$ cat src/rtl/mem_arb_pkg.sv
// Shared types and defaults for the I/D-cache memory arbiter.
package mem_arb_pkg;

    localparam int unsigned BLK_WORDS_DEF = 8;
    localparam int unsigned IDX_W_DEF     = $clog2(BLK_WORDS_DEF);

    typedef enum logic [1:0] {
        ST_IDLE  = 2'd0,
        ST_FILL  = 2'd1,
        ST_WRITE = 2'd2,
        ST_DONE  = 2'd3
    } state_t;

    typedef enum logic {
        OWN_I = 1'b0,
        OWN_D = 1'b1
    } owner_t;

endpackage

$ cat src/rtl/arb_rr2.sv
// Two-way round-robin decision: on a tie, grant the requester not granted last.
module arb_rr2
    import mem_arb_pkg::*;
(
    input  logic [1:0] i_req,
    input  owner_t     i_last,
    output logic [1:0] o_gnt
);

    // o_gnt[0] = I-cache, o_gnt[1] = D-cache
    always_comb begin
        o_gnt = i_req;
        if (i_req == 2'b11) begin
            o_gnt = (i_last == OWN_I) ? 2'b10 : 2'b01;
        end
    end

endmodule

$ cat src/rtl/mem_arbiter.sv
// Shares one main-memory port between I-cache block fills and D-cache
// fills / write-throughs; one owner at a time, latched at grant.
module mem_arbiter
    import mem_arb_pkg::*;
#(
    parameter  int unsigned BLK_WORDS = BLK_WORDS_DEF,
    parameter  int unsigned ADDR_W    = 16,
    localparam int unsigned IW        = $clog2(BLK_WORDS)
) (
    input  logic              clk,
    input  logic              rst,
    input  logic              i_req,
    input  logic [ADDR_W-1:0] i_addr,
    input  logic              d_req,
    input  logic              d_wr,
    input  logic [ADDR_W-1:0] d_addr,
    input  logic [15:0]       d_wdata,
    output logic              i_done,
    output logic              d_done,
    output logic [15:0]       fill_data,
    output logic [IW-1:0]     fill_idx,
    output logic              fill_we_i,
    output logic              fill_we_d,
    output logic              mem_en,
    output logic              mem_wr,
    output logic [ADDR_W-1:0] mem_addr,
    output logic [15:0]       mem_wdata,
    input  logic [15:0]       mem_rdata,
    input  logic              mem_valid
);

    localparam logic [IW-1:0] LAST = IW'(BLK_WORDS - 1);

    state_t                 r_state;
    owner_t                 r_owner;
    owner_t                 r_last;
    logic [IW-1:0]          r_k;
    logic [IW-1:0]          r_rx;
    logic [ADDR_W-IW-2:0]   r_base;

    logic [1:0]             w_gnt;
    logic [ADDR_W-1:0]      w_sel_addr;
    logic                   w_acc;
    logic                   w_unused;

    arb_rr2 u_arb (
        .i_req  ({d_req, i_req}),
        .i_last (r_last),
        .o_gnt  (w_gnt)
    );

    assign w_sel_addr = w_gnt[1] ? d_addr : i_addr;
    assign w_unused   = ^w_sel_addr[IW:0];

    // Returned words pass straight through in the cycle memory presents them.
    assign w_acc     = (r_state == ST_FILL) && mem_valid;
    assign fill_we_i = w_acc && (r_owner == OWN_I);
    assign fill_we_d = w_acc && (r_owner == OWN_D);
    assign fill_data = w_acc ? mem_rdata : '0;
    assign fill_idx  = w_acc ? r_rx : '0;

    always_ff @(posedge clk or negedge rst) begin
        if (!rst) begin
            r_state   <= ST_IDLE;
            r_owner   <= OWN_I;
            r_last    <= OWN_I;
            r_k       <= '0;
            r_rx      <= '0;
            r_base    <= '0;
            mem_en    <= 1'b0;
            mem_wr    <= 1'b0;
            mem_addr  <= '0;
            mem_wdata <= '0;
            i_done    <= 1'b0;
            d_done    <= 1'b0;
        end else begin
            i_done <= 1'b0;
            d_done <= 1'b0;
            case (r_state)
                ST_IDLE: begin
                    if (|w_gnt) begin
                        r_owner <= w_gnt[1] ? OWN_D : OWN_I;
                        r_last  <= w_gnt[1] ? OWN_D : OWN_I;
                        r_k     <= '0;
                        r_rx    <= '0;
                        r_base  <= w_sel_addr[ADDR_W-1:IW+1];
                        mem_en  <= 1'b1;
                        if (w_gnt[1] && d_wr) begin
                            r_state   <= ST_WRITE;
                            mem_wr    <= 1'b1;
                            mem_addr  <= d_addr;
                            mem_wdata <= d_wdata;
                        end else begin
                            r_state  <= ST_FILL;
                            mem_addr <= {w_sel_addr[ADDR_W-1:IW+1], {IW{1'b0}}, 1'b0};
                        end
                    end
                end
                ST_FILL: begin
                    if (mem_en) begin
                        if (r_k == LAST) begin
                            mem_en   <= 1'b0;
                            mem_addr <= '0;
                        end else begin
                            r_k      <= r_k + 1'b1;
                            mem_addr <= {r_base, r_k + 1'b1, 1'b0};
                        end
                    end
                    // Last word closes the fill even if issue is still in flight.
                    if (mem_valid) begin
                        if (r_rx == LAST) begin
                            r_state  <= ST_DONE;
                            mem_en   <= 1'b0;
                            mem_addr <= '0;
                            i_done   <= (r_owner == OWN_I);
                            d_done   <= (r_owner == OWN_D);
                        end else begin
                            r_rx <= r_rx + 1'b1;
                        end
                    end
                end
                ST_WRITE: begin
                    r_state   <= ST_DONE;
                    mem_en    <= 1'b0;
                    mem_wr    <= 1'b0;
                    mem_addr  <= '0;
                    mem_wdata <= '0;
                    i_done    <= (r_owner == OWN_I);
                    d_done    <= (r_owner == OWN_D);
                end
                ST_DONE: begin
                    r_state <= ST_IDLE;
                end
                default: begin
                    r_state <= ST_IDLE;
                end
            endcase
        end
    end

endmodule

$ cat config.mk
export PLATFORM = sky130hd
export DESIGN_NAME = mem_arbiter
export DESIGN_NICKNAME = d
export VERILOG_FILES = /design/src/rtl/mem_arb_pkg.sv /design/src/rtl/arb_rr2.sv /design/src/rtl/mem_arbiter.sv
export SDC_FILE = /design/constraint.sdc
export NUM_CORES = 1
export LEC_CHECK = 0
export CORE_UTILIZATION = 46
export CTS_BUF_LIST = sky130_fd_sc_hd__clkbuf_8
export CTS_CLUSTER_DIAMETER = 60
export CTS_CLUSTER_SIZE = 14
export DETAILED_ROUTE_END_ITERATION = 6
export PLACE_DENSITY = 0.93
export SKIP_CTS_REPAIR_TIMING = 1
export SYNTH_ARGS = -nofsm -noshare
export SYNTH_HDL_FRONTEND = slang
export SYNTH_SLANG_ARGS = --single-unit
$ cat constraint.sdc
create_clock -name clk -period 3.07 [get_ports clk]
set_input_delay 0.4605 -clock clk [delete_from_list [all_inputs] [get_ports clk]]
set_output_delay 0.4605 -clock clk [all_outputs]
set_load 0.01 [all_outputs]
==> impl_metrics.json, run 1 <==
{
  "timing.rr.start": "r_state[1]",
  "clk-insertion-delay-late_ns": 0.33,
  "met1_routing_resource_usage_after_global_routing_pct": 29.87,
  "reg2reg_depth": 6,
  "detailroute.via_count": 2463,
  "max-clock-path-buffers": 2,
  "synth.yosys.seq_area_share_pct": 52.61,
  "drive_above_1_share_pct": 9.840,
  "cts_tree": "yes",
  "max_freq_ghz": 0.3802,
  "power.static_leakage_nw": 1.915,
  "fin_worst_skew_ns": 0.009760,
  "total_routed_wirelength_um": 7347,
  "cts_made_buffers": 9,
  "global_routing_s_busiest_layer": "met2",
  "antenna_found_initial": 0,
  "fin_crit_sh_pct": 85.68,
  "r2r-end": "mem_addr[11]",
  "syn_to_final_growth_pct": 55.19,
  "multiInputGateArea_um2": 1197,
  "critical_path_class": "in -> out",
  "number_of_hold_violations_in_the_final_report": 0,
  "cts-htree-levels": 3,
  "die_h_um": 78.78,
  "wl_per_cell_um": 16.40,
  "critical_path_peak_fanout": 17,
  "setup.reg_to_reg.worst_slack_ns": 0.78,
  "status": "complete, no violations",
  "1st_pass_router_iterations": 4,
  "postSynth.asyncResetShare_pct": 100.0,
  "grt.met3_usage_pct": 5.287,
  "clk_pin_slew_worst_paths_ns": 0.07,
  "final_nets": 449,
  "cap_violations": 0,
  "synthTopCellsByArea": "dfrtp_1 (53%), a22o_1 (5.8%), mux2i_1 (5.2%)",
  "ant_nets": 0,
  "post-place-ws_ns": 0.4493,
  "die-area_um2": 6206,
  "timing.max_slew.rel_slack_pct": 48.39,
  "final_design_area_no_fill_um2": 4208,
  "core_area_um2": 5608,
  "cts-root-buf": "clkbuf_8",
  "drt_first_iter_violations": 168,
  "synthDistinctLibCells": 45,
  "fin_cells": 448,
  "grt_remaining_overflow": 0,
  "startpoint_type": "input pin",
  "num_antenna_cells": 0,
  "grt_max_degree": 36,
  "avgViaCountPerCell": 5.498,
  "netlist.area_leader.share_pct": 52.61,
  "synth_top_area_cell": "dfrtp_1",
  "ir_drop_mv": 0.5275,
  "slew_violations": 0,
  "grt_pass1_vias": 2415,
  "fin_ws_ns": 0.4397,
  "ff_latch_area_um2": 1426,
  "die_width_um": 78.78,
  "finalSetupViolCount": 0,
  "row_count": 27,
  "worst-endpoint-required_ns": 2.61,
  "grt_util_met2_pct": 42.26,
  "syn_nets": 324,
  "finalWeightedCongestion": 0.7587,
  "p_per_area_nw_per_um2": 875.7,
  "portBuffers": 122,
  "edff_count_synth": 0,
  "postSynthRegisterBits": 57,
  "grt_pass1_wl_um": 11630,
  "floorplan.io_pins": 127,
  "hp-class": "in -> async",
  "post_dp_cell_area_um2": 3999,
  "initial_cell_density_of_the_core_pct": 48.35,
  "number_of_clock_sinks": 57,
  "dominantRegCellSynth": "dfrtp_1",
  "dpl.hpwl_um": 5292,
  "worst_slew_pin_slew_ns": 0.7741,
  "synth_cells": 246,
  "dpl.cell_count": 432,
  "post_layout_min_period_ns": 2.630,
  "synthesis.area_per_instance_um2": 11.02,
  "timing.critical_path.to_type": "output pin",
  "grt_setup_unrepaired": "no",
  "synth.yosys.warnings": 0,
  "gr-usage-all-layers_pct": 24.39,
  "sum_of_negative_setup_slack_ns": 0,
  "number_of_remaining_drc_errors": 0,
  "arrival_ns": 2.17,
  "layout.filler_cells": 392,
  "post_synth_instance_area_um2": 2711
}
-- cells in the final DEF (no fill, tap or decap), types with 3 or more instances in the layout --
master,n
a21oi_1,5
a221o_1,10
a22o_1,18
and3_1,18
buf_4,6
clkbuf_8,11
clkdlybuf4s50_1,121
dfrtp_1,57
ha_1,7
inv_1,8
mux2i_1,14
nand2_1,18
nor2_1,23
o21ai_0,15
o2bb2ai_1,3
-- critical path: stages --
cell and delay, ns:
clkdlybuf4s50_1 0.77, buf_4 0.23, and3_1 0.16, clkdlybuf4s50_1 0.54
-- worst max path at each step --
stage	start	endpoint	slack [ns]	depth (start not counted)
3_5_place_dp	mem_valid	fill_data[0]	0.45	4
3_3_place_gp	mem_valid	fill_idx[2]	0.48	4
2_1_floorplan	r_state[0]	mem_addr[10]	1.17	7
5_1_grt	r_state[1]	fill_idx[2]	0.31	5
6_report	mem_valid	fill_data[0]	0.44	4
4_1_cts	r_state[1]	fill_idx[2]	0.19	5
-- synth_stat cells, types with 2 or more instances --
cell	n
dfrtp_1	57
nor2_1	23
a22o_1	18
and3_1	18
nand2_1	18
o21ai_0	15
mux2i_1	14
a221o_1	10
ha_1	8
clkbuf_1	7
inv_1	7
buf_2	6
a21oi_1	5
o2bb2ai_1	3
a21bo_2	2
a221o_2	2
a31oi_1	2
mux2_2	2
nor2b_1	2
nor3_1	2
-- routing by layer --
layer  routed length (um)  part of all wire (%)
met3                  438                   6.0
met1                 3039                    41
met5                    0                     0
met2                 3752                    51
met4                  116                   1.6
-- flip-flops by register name, summed over array words and instances (netlist names) --
register   flops
r_rx           3
d_done         1
r_last         1
mem_wr         1
mem_en         1
r_state        2
mem_wdata     16
i_done         1
mem_addr      16
r_k            3
r_base        12
-- through the flow --
stage	hold slack (ns)	power, W	utilization, %
2_1_floorplan	0.1649	0.002234	-
3_3_place_gp	0.4576	0.002882	71.31
3_5_place_dp	0.4652	0.002967	71.31
4_1_cts	0.1171	0.003697	74.99
5_1_grt	0.1366	0.003912	75.03
6_report	0.1164	0.003685	75.03
-- kinds of logic after synthesis --
family                     count (synthesis)  synth area share [%]
adders and majority gates                  8                 3.692
DFF                                       57                 52.61
buffers and inverters                     21                 3.461
AOI/OAI and AO/OA                         68                 19.43
and+or+nand+nor                           76                 14.81
muxes                                     16                 5.999
-- area by class of cell --
type                       count  area share [%]
clock inverter                 5           1.308
clock buffer                  11           3.598
tap                           72           2.141
sequential                    57           33.90
inverter                       7          0.6244
multi-input combinational    168           28.46
timing repair buffer         128           29.97
-- power by group --
group	switching, W	internal, W
Clock	0.000297	0.000416
Sequential	0.000189	0.00104
Combinational	0.000879	0.000862
Total	0.00136	0.00232
(Power assumes the default switching activity.)
==> run 2, diff against run 1 <==
Settings changed: CORE_UTILIZATION 46 to 49, PLACE_DENSITY 0.93 to 0.94, SYNTH_HIERARCHICAL set to 1.
==> run 2 against run 1 <==
  * Hold slack got worse by 0.084 ns
  * Final cell count increased by 15%
  * Power increased by 20%
  * Area after synthesis increased by 18%
  * Clock skew decreased by 0.0011 ns
  * Cell area increased by 10%
  * Non-clock buffer count increased by 5
  * Combinational power increased by 41%
  * Flip-flop and latch count unchanged
==> impl_metrics.json, run 2 <==
{
  "status": "complete, no violations",
  "timing.critical_path.to_type": "output pin",
  "yosys.cell_count.top_type": "dfrtp_1",
  "row_count": 29,
  "ant_nets": 0,
  "postSynth.asyncResetShare_pct": 100.0,
  "ir_drop_mv": 0.6430,
  "multiInputGateArea_um2": 1590,
  "synth_top_area_cell": "dfrtp_1",
  "num_antenna_cells": 0,
  "p_per_area_nw_per_um2": 954.9,
  "post-layout-total-power_w": 0.004424,
  "mostFrequentLayoutCell": "clkdlybuf4s50_1",
  "startpoint_type": "flop",
  "layout.cells.most_common_list": "clkdlybuf4s50_1 (121), dfrtp_1 (57), nand2_1 (23)",
  "crit_end": "fill_data[3]",
  "antenna_found_initial": 0,
  "number_of_clock_sinks": 57,
  "power.static_leakage_nw": 2.051,
  "die_h_um": 82.85,
  "final_design_area_no_fill_um2": 4633,
  "sum_of_negative_setup_slack_ns": 0,
  "fin_crit_sh_pct": 91.99,
  "reg2reg_depth": 6,
  "dominantRegCellSynth": "dfrtp_1",
  "finalWeightedCongestion": 0.8166,
  "cap_violations": 0,
  "dpl.hpwl_um": 6140,
  "edff_count_synth": 0,
  "ff_latch_area_um2": 1426,
  "number_of_hold_violations_in_the_final_report": 0,
  "portBuffers": 122,
  "synth_cells": 318,
  "post_layout_min_period_ns": 2.824,
  "setup.reg_to_reg.worst_slack_ns": 0.71,
  "avgViaCountPerCell": 5.595,
  "slew_violations": 0,
  "max_freq_ghz": 0.3541,
  "cts_made_buffers": 9,
  "clk_pin_slew_worst_paths_ns": 0.06,
  "cts_tree": "yes",
  "gr-usage-all-layers_pct": 25.81,
  "critical_path_peak_fanout": 33,
  "synthesis.area_per_instance_um2": 10.07,
  "netlist.area_leader.share_pct": 44.53,
  "worst-endpoint-required_ns": 2.61,
  "die-area_um2": 6864,
  "layout.filler_cells": 446,
  "fin_ws_ns": 0.2459,
  "synthTopCellsByArea": "dfrtp_1 (45%), a22o_1 (4.6%), mux2i_1 (4.4%)",
  "cts-htree-levels": 3,
  "floorplan.io_pins": 127,
  "wl_per_cell_um": 16.70,
  "worst_slew_pin_slew_ns": 0.8798,
  "final_nets": 512,
  "hp-class": "in -> async",
  "detailroute.via_count": 2876,
  "grt_pass1_wl_um": 14320,
  "grt_pass1_vias": 2984,
  "synth.yosys.seq_area_share_pct": 44.53,
  "cts-root-buf": "clkbuf_8",
  "critical_path_class": "reg -> out",
  "1st_pass_router_iterations": 4,
  "timing.rr.start": "r_state[1]",
  "die_width_um": 82.85,
  "finalSetupViolCount": 0,
  "total_routed_wirelength_um": 8582,
  "max-clock-path-buffers": 2,
  "reg_top3": "mem_addr: 16 flops, mem_wdata: 16 flops, r_base: 12 flops",
  "synth.top_cells.by_count": "dfrtp_1 (57), nand2_1 (23), and3_1 (20)",
  "number_of_remaining_drc_errors": 0,
  "grt_remaining_overflow": 0,
  "post_synth_instance_area_um2": 3203,
  "syn_nets": 396,
  "grt_max_degree": 42,
  "initial_cell_density_of_the_core_pct": 50.73,
  "grt_setup_unrepaired": "no",
  "fin_worst_skew_ns": 0.008646,
  "drt_first_iter_violations": 139,
  "arrival_ns": 2.36,
  "post_dp_cell_area_um2": 4449,
  "r2r-end": "mem_addr[9]",
  "clk-insertion-delay-late_ns": 0.33,
  "drive_above_1_share_pct": 12.36,
  "syn_to_final_growth_pct": 44.65,
  "synthDistinctLibCells": 41,
  "postSynthRegisterBits": 57,
  "post-place-ws_ns": 0.4334,
  "synth.yosys.warnings": 6,
  "timing.max_slew.rel_slack_pct": 41.35,
  "worstSetupStartpoint": "r_state[1]",
  "core_area_um2": 6314
}
run 2: how the worst min path moves through the flow:
| stage | slack (ns) | cells after the start | to |
|---|---|---|---|
| final | 0.03 | 1 | mem_wdata[7] |
| after global routing | 0.05 | 1 | mem_wdata[7] |
| after CTS | 0.03 | 1 | mem_wdata[7] |
| after detailed placement | 0.39 | 1 | mem_wdata[7] |
| after global placement | 0.38 | 1 | mem_wdata[13] |
| after floorplan | 0.16 | 0 | d_done |
run 2: critical path: stages (launching register included):
cell and delay [ns]:
dfrtp_1 0.40, inv_1 0.08, ha_1 0.73, and3_1 0.28, clkdlybuf4s50_1 0.55
run 2: stage by stage:
step | std cells | util, % | hold slack [ns]
floorplan | 318 | - | 0.1649
global placement | 500 | 70.47 | 0.3786
global route | 514 | 73.38 | 0.04914
detailed placement | 500 | 70.47 | 0.3872
CTS | 514 | 73.38 | 0.02971
finish | 514 | 73.38 | 0.03226
run 2: routing by layer:
metal	routed length, um	vias up	track usage, %
li1	-	1385	-
met5	0	-	0
met2	4535	95	44.19
met3	355	19	3.777
met1	3483	1377	31.12
met4	207	0	14.58
run 2: layout make-up:
| cell class | instances | area share [%] |
|---|---|---|
| Inverter | 10 | 0.8102 |
| Clock buffer | 10 | 2.971 |
| Sequential cell | 57 | 30.79 |
| Clock inverter | 4 | 0.9992 |
| Multi-Input combinational cell | 223 | 34.32 |
| Tap cell | 77 | 2.079 |
| Timing Repair Buffer | 133 | 28.03 |
run 2: report_power, final:
part	internal (W)	switching, W
Sequential	0.00107	0.000226
Clock	0.000383	0.000284
Combinational	0.00117	0.00129
run 2: cells by family (layout without fill, tap and decap cells):
| kind of cell | Yosys count | in the layout | share of synthesized area [%] |
|---|---|---|---|
| flops | 57 | 57 | 44.53 |
| compound gates | 96 | 96 | 21.68 |
| buf+inv | 38 | 157 | 5.937 |
| mux | 15 | 15 | 4.726 |
| fa+ha+maj | 8 | 8 | 3.125 |
| simple gates | 104 | 104 | 20.00 |
==> run 3, diff against run 2 <==
Settings changed: CORE_UTILIZATION 49 to 40, PLACE_DENSITY 0.94 to 0.8, SLEW_MARGIN set to 20.
==> run 3 against run 2 <==
  * First-iteration DRC count is 0.72% lower
  * Power is 2.1% lower
  * Count of clock-buffer cells in the layout is 1 lower
  * Flip-flop and latch count stayed put
  * Worst setup slack worse by 0.0048 ns
  * Global-route usage is 5.5 points lower
  * Clock power is 4.0% lower
==> impl_metrics.json, run 3 (synthesized netlist as in run 2, its figures left out) <==
{
  "status": "complete, no violations",
  "grt_max_degree": 39,
  "dpl.hpwl_um": 5662,
  "row_count": 32,
  "clk-insertion-delay-late_ns": 0.32,
  "critPathMaxStageDelay_ns": 0.74,
  "p_sw_share_pct": 40.03,
  "max-clock-path-buffers": 2,
  "number_of_clock_sinks": 57,
  "floorplan.io_pins": 127,
  "number_of_remaining_drc_errors": 0,
  "timing.max_slew.rel_slack_pct": 40.50,
  "grt_remaining_overflow": 0,
  "reg2reg_depth": 5,
  "post-place-ws_ns": 0.4263,
  "grt_pass1_vias": 2902,
  "gr-usage-all-layers_pct": 20.35,
  "antenna_found_initial": 0,
  "share_seq_of_total_power_pct": 29.5,
  "hp-class": "in -> async",
  "critical_path_class": "reg -> out",
  "startpoint_type": "flop",
  "die_h_um": 91.49,
  "drt_first_iter_violations": 138,
  "cap_violations": 0,
  "avgViaCountPerCell": 5.234,
  "1st_pass_router_iterations": 4,
  "max_freq_ghz": 0.3535,
  "ant_nets": 0,
  "fin_crit_sh_pct": 92.15,
  "worst_slew_pin_slew_ns": 0.8926,
  "fraction_of_power_consumed_by_combinational_cells_pct": 55.8,
  "final_nets": 511,
  "fin_worst_skew_ns": 0.007584,
  "grt_setup_unrepaired": "no",
  "reg_top3": "mem_addr: 16 flops, mem_wdata: 16 flops, r_base: 12 flops",
  "mostFrequentLayoutCell": "clkdlybuf4s50_1",
  "power_switching_w": 0.001734,
  "grt_pass1_wl_um": 13880,
  "timing.rr.start": "r_state[1]",
  "die-area_um2": 8370,
  "portBuffers": 122,
  "fin_ws_ns": 0.2411,
  "power.share.clock_pct": 14.8,
  "number_of_hold_violations_in_the_final_report": 0,
  "cts_made_buffers": 9,
  "multiInputGateArea_um2": 1590,
  "die_width_um": 91.49,
  "cp_num_buf_inv": 2,
  "finalSetupViolCount": 0,
  "slew_violations": 0,
  "wl_per_cell_um": 14.82,
  "ir_drop_mv": 0.4312,
  "r2r-end": "r_k[0]",
  "total_routed_wirelength_um": 7987,
  "power.static_leakage_nw": 2.052,
  "sum_of_negative_setup_slack_ns": 0,
  "layout.filler_cells": 642,
  "cp_max_stage_cell": "ha_1",
  "drive_above_1_share_pct": 12.13,
  "cts-htree-levels": 3,
  "critical_path.top_delay_family": "adder cells",
  "worstSetupStartpoint": "r_state[1]",
  "cts-root-buf": "clkbuf_8",
  "layout.cells.most_common_list": "clkdlybuf4s50_1 (121), dfrtp_1 (57), nand2_1 (23)",
  "worst-endpoint-required_ns": 2.61,
  "post-layout-total-power_w": 0.004331,
  "detailroute.via_count": 2821,
  "arrival_ns": 2.37,
  "internal_power_w": 0.002597,
  "initial_cell_density_of_the_core_pct": 41.45,
  "core_area_um2": 7727,
  "cts_tree": "yes",
  "post_layout_min_period_ns": 2.829,
  "crit_path_cells": "inv_1, ha_1, and3_1, clkdlybuf4s50_1",
  "crit_end": "fill_data[8]",
  "num_antenna_cells": 0,
  "ff_latch_area_um2": 1426,
  "timing.critical_path.depth": 4,
  "timing.critical_path.to_type": "output pin",
  "p_per_area_nw_per_um2": 931.4,
  "critical_path_peak_fanout": 33,
  "clk_pin_slew_worst_paths_ns": 0.07,
  "setup.reg_to_reg.worst_slack_ns": 0.72,
  "syn_to_final_growth_pct": 45.16,
  "finalWeightedCongestion": 0.7919
}
==> run 3: cell types whose count changed in the layout (fill, tap and decap cells not counted) <==
cell        before  now
inv_1           11   12
clkinv_2         1    3
clkbuf_8        10    9
clkinvlp_4       1    0
buf_4           11   10
==> run 3: worst min-delay path by stage <==
| stage | startpoint | to | slack, ns | depth (start not counted) |
|---|---|---|---|---|
| floorplan | rst | d_done | 0.16 | 0 |
| global placement | rst | d_done | 0.42 | 1 |
| detailed placement | rst | d_done | 0.42 | 1 |
| CTS | rst | d_done | 0.08 | 1 |
| global route | rst | mem_wdata[9] | 0.09 | 1 |
| finish | rst | d_done | 0.07 | 1 |
==> run 3: final cells by class <==
| type | instances | area share, % |
|---|---|---|
| clock buffers | 9 | 2.664 |
| clock inverters | 6 | 1.130 |
| inverters | 10 | 0.8073 |
| multi-input cells | 223 | 34.20 |
| flip-flops and latches | 57 | 30.68 |
| well taps | 102 | 2.745 |
| repair buffers | 132 | 27.77 |
==> run 3: power groups by stage <==
stage | logic [W] | registers, W | clock network (W)
2_1_floorplan | 0.00150 | 0.00132 | 0
3_3_place_gp | 0.00236 | 0.00127 | 0
3_5_place_dp | 0.00242 | 0.00128 | 0
4_1_cts | 0.00243 | 0.00127 | 0.000659
5_1_grt | 0.00266 | 0.00132 | 0.000698
6_report | 0.00241 | 0.00128 | 0.000640
==> run 3: through the flow <==
stage,instance area (um2),hold slack (ns),std cells,util [%]
floorplan,3203,0.1649,318,-
global placement,4473,0.4183,524,57.89
CTS,4649,0.07769,539,60.17
detailed placement,4473,0.4219,524,57.89
finish,4649,0.06568,539,60.17
global route,4649,0.08806,539,60.17
==> run 3: worst register-to-register path, delay by kind of cell (launching register included) <==
family	cells	cell delay (ns)
and+or+nand+nor	1	0.26
adders and majority gates	1	0.74
DFF	1	0.39
muxes	1	0.36
AOI/OAI and AO/OA	1	0.40
buffers and inverters	1	0.08
==> run 3: routing by layer <==
metal	global-route usage (%)	vias to the layer above	routed length [um]
li1	-	1386	-
met1	25.47	1342	3513
met2	36.03	83	4069
met3	3.099	10	328
met4	5.952	0	76
met5	0	-	0
==> edit, RTL diff (flow settings as in run 3) <==
Set the parameter `ADDR_W` to 15 (it was 16).
--- a/src/rtl/mem_arbiter.sv
+++ b/src/rtl/mem_arbiter.sv
@@ -4,7 +4,7 @@
     import mem_arb_pkg::*;
 #(
     parameter  int unsigned BLK_WORDS = BLK_WORDS_DEF,
-    parameter  int unsigned ADDR_W    = 16,
+    parameter  int unsigned ADDR_W    = 15,
     localparam int unsigned IW        = $clog2(BLK_WORDS)
 ) (
     input  logic              clk,
Interface: changed (resized d_addr, i_addr and mem_addr); port bits go from 127 to 124. No check against the original RTL was run, so the function may have changed too.
==> edit against run 3 <==
- setup slack better by 0.19 ns
- count of clock-buffer cells in the layout shrank 4
- wire length did not move
- global-route usage up 0.21 points
- design area down 4.7%
- critical path type unchanged
- sequential cell count is 2 lower
- area after synthesis down 3.1%
- total power fell by 8.3%
==> edit: results (changes against run 3) <==
* Layout cells sized above 1 at 11.75% (was 12.13%)
* Top cells by area, synth: dfrtp_1 (44%), a22o_1 (4.8%), mux2i_1 (4.2%), and3_1 (4.0%), and3b_1 (4.0%) (was dfrtp_1 (45%), a22o_1 (4.6%), mux2i_1 (4.4%), and3b_1 (4.1%), o211ai_1 (4.0%))
* Global-route wire length before repair at 13570 um (was 13880 um)
* Worst vdd ir at 496.8 uV (was 431.2 uV)
* Mapped Area at 3103 sq um (was 3203 sq um)
* Iter 0 DRT Violations at 139 (was 138)
* DR WL/cell at 15.48 um (was 14.82 um)
* CP delay by family, top: buffers and inverters (was adder cells)
* Total GRT Usage at 20.55% (was 20.35%)
* Final wirelength at 7987 um (unchanged)
* Pre-CTS setup slack at 0.5050 ns (was 0.4263 ns)
* Internal power at 2.299 mW (was 2.597 mW)
* WP data arrival at 2.17 ns (was 2.37 ns)
* Worst reg2reg path depth at 6 (was 5)
* Total of clock buffers placed in the layout at 5 (was 9)
* Mux cell area share after synthesis at 4.556% (was 4.727%)
* Top flop regs: mem_wdata x16, mem_addr x15, r_base x11 (was mem_addr x16, mem_wdata x16, r_base x12)
* Hpwl dp at 5631 um (was 5662 um)
* Lkg Pwr at 1.942 nW (was 2.052 nW)
* Placed Cells at 508 (was 524)
* Multi-input gate area in the final layout at 1528 sq um (was 1590 sq um)
* Signal buf overhead at 28.64% (was 27.77%)
* Crit path capture: fill_data[13] (was fill_data[8])
* Post-synth top cells: dfrtp_1 (55), nand2_1 (22), and3_1 (20), a22o_1 (17) (was dfrtp_1 (57), nand2_1 (23), and3_1 (20))
* Slew margin rel. at 41.56% (was 40.50%)
* Signal buffers at 130 (was 132)
* Max incr delay on CP at 0.56 ns (was 0.74 ns)
* Flops & latches, synth at 55 (was 57)
* Sequential area share after synthesis at 44.35% (was 44.53%)
* Switching power at 1.673 mW (was 1.734 mW)
* Compound-Gate Fraction of Synth Area at 21.61% (was 21.68%)
* Sequential standard cell area at 1376 sq um (was 1426 sq um)
* Status: completed (unchanged)
* Clk cell area share at 2.175% (was 3.794%)
* Comb_multi_in at 214 (was 223)
* Syn nets at 383 (was 396)
* Multi-input gate share of total cell area at 34.48% (was 34.20%)
* Top achievable clock speed at 379.5 MHz (was 353.5 MHz)
* Combinational logic power at 2.31 mW (was 2.41 mW)
* Clock power share at 11.0% (was 14.8%)
* Routability cong. at 0.7831 (was 0.7919)
* Fill cells at 612 (was 642)
* Synth Area in Adders at 3.226% (was 3.125%)
## edit: cell count changes after synthesis, sizes merged
cell and delta:
o211ai -1, dfrtp -2, nand2 -1, o21ai -1, buf +2, and3b -1
a31oi -1, mux2i -1, nor2b -1, clkbuf -2, a21oi -1, or2 -1
## edit: worst min-delay path by stage
stage                           from     endpoint  slack, ns
after floorplan                  rst       d_done       0.16
after global placement     r_base[2]    r_base[2]       0.45
after detailed placement  r_base[10]   r_base[10]       0.46
after CTS                        rst    r_base[8]       0.27
after global routing             rst  mem_addr[4]       0.32
final                            rst  mem_addr[4]       0.25
## edit: routing by layer
metal / routed length, um / part of all wire (%) / track usage, %
met1: 3638 / 46 / 27.26
met2: 3656 / 46 / 33.59
met3: 620 / 7.8 / 4.907
met4: 72 / 0.90 / 5.645
met5: 0 / 0 / 0
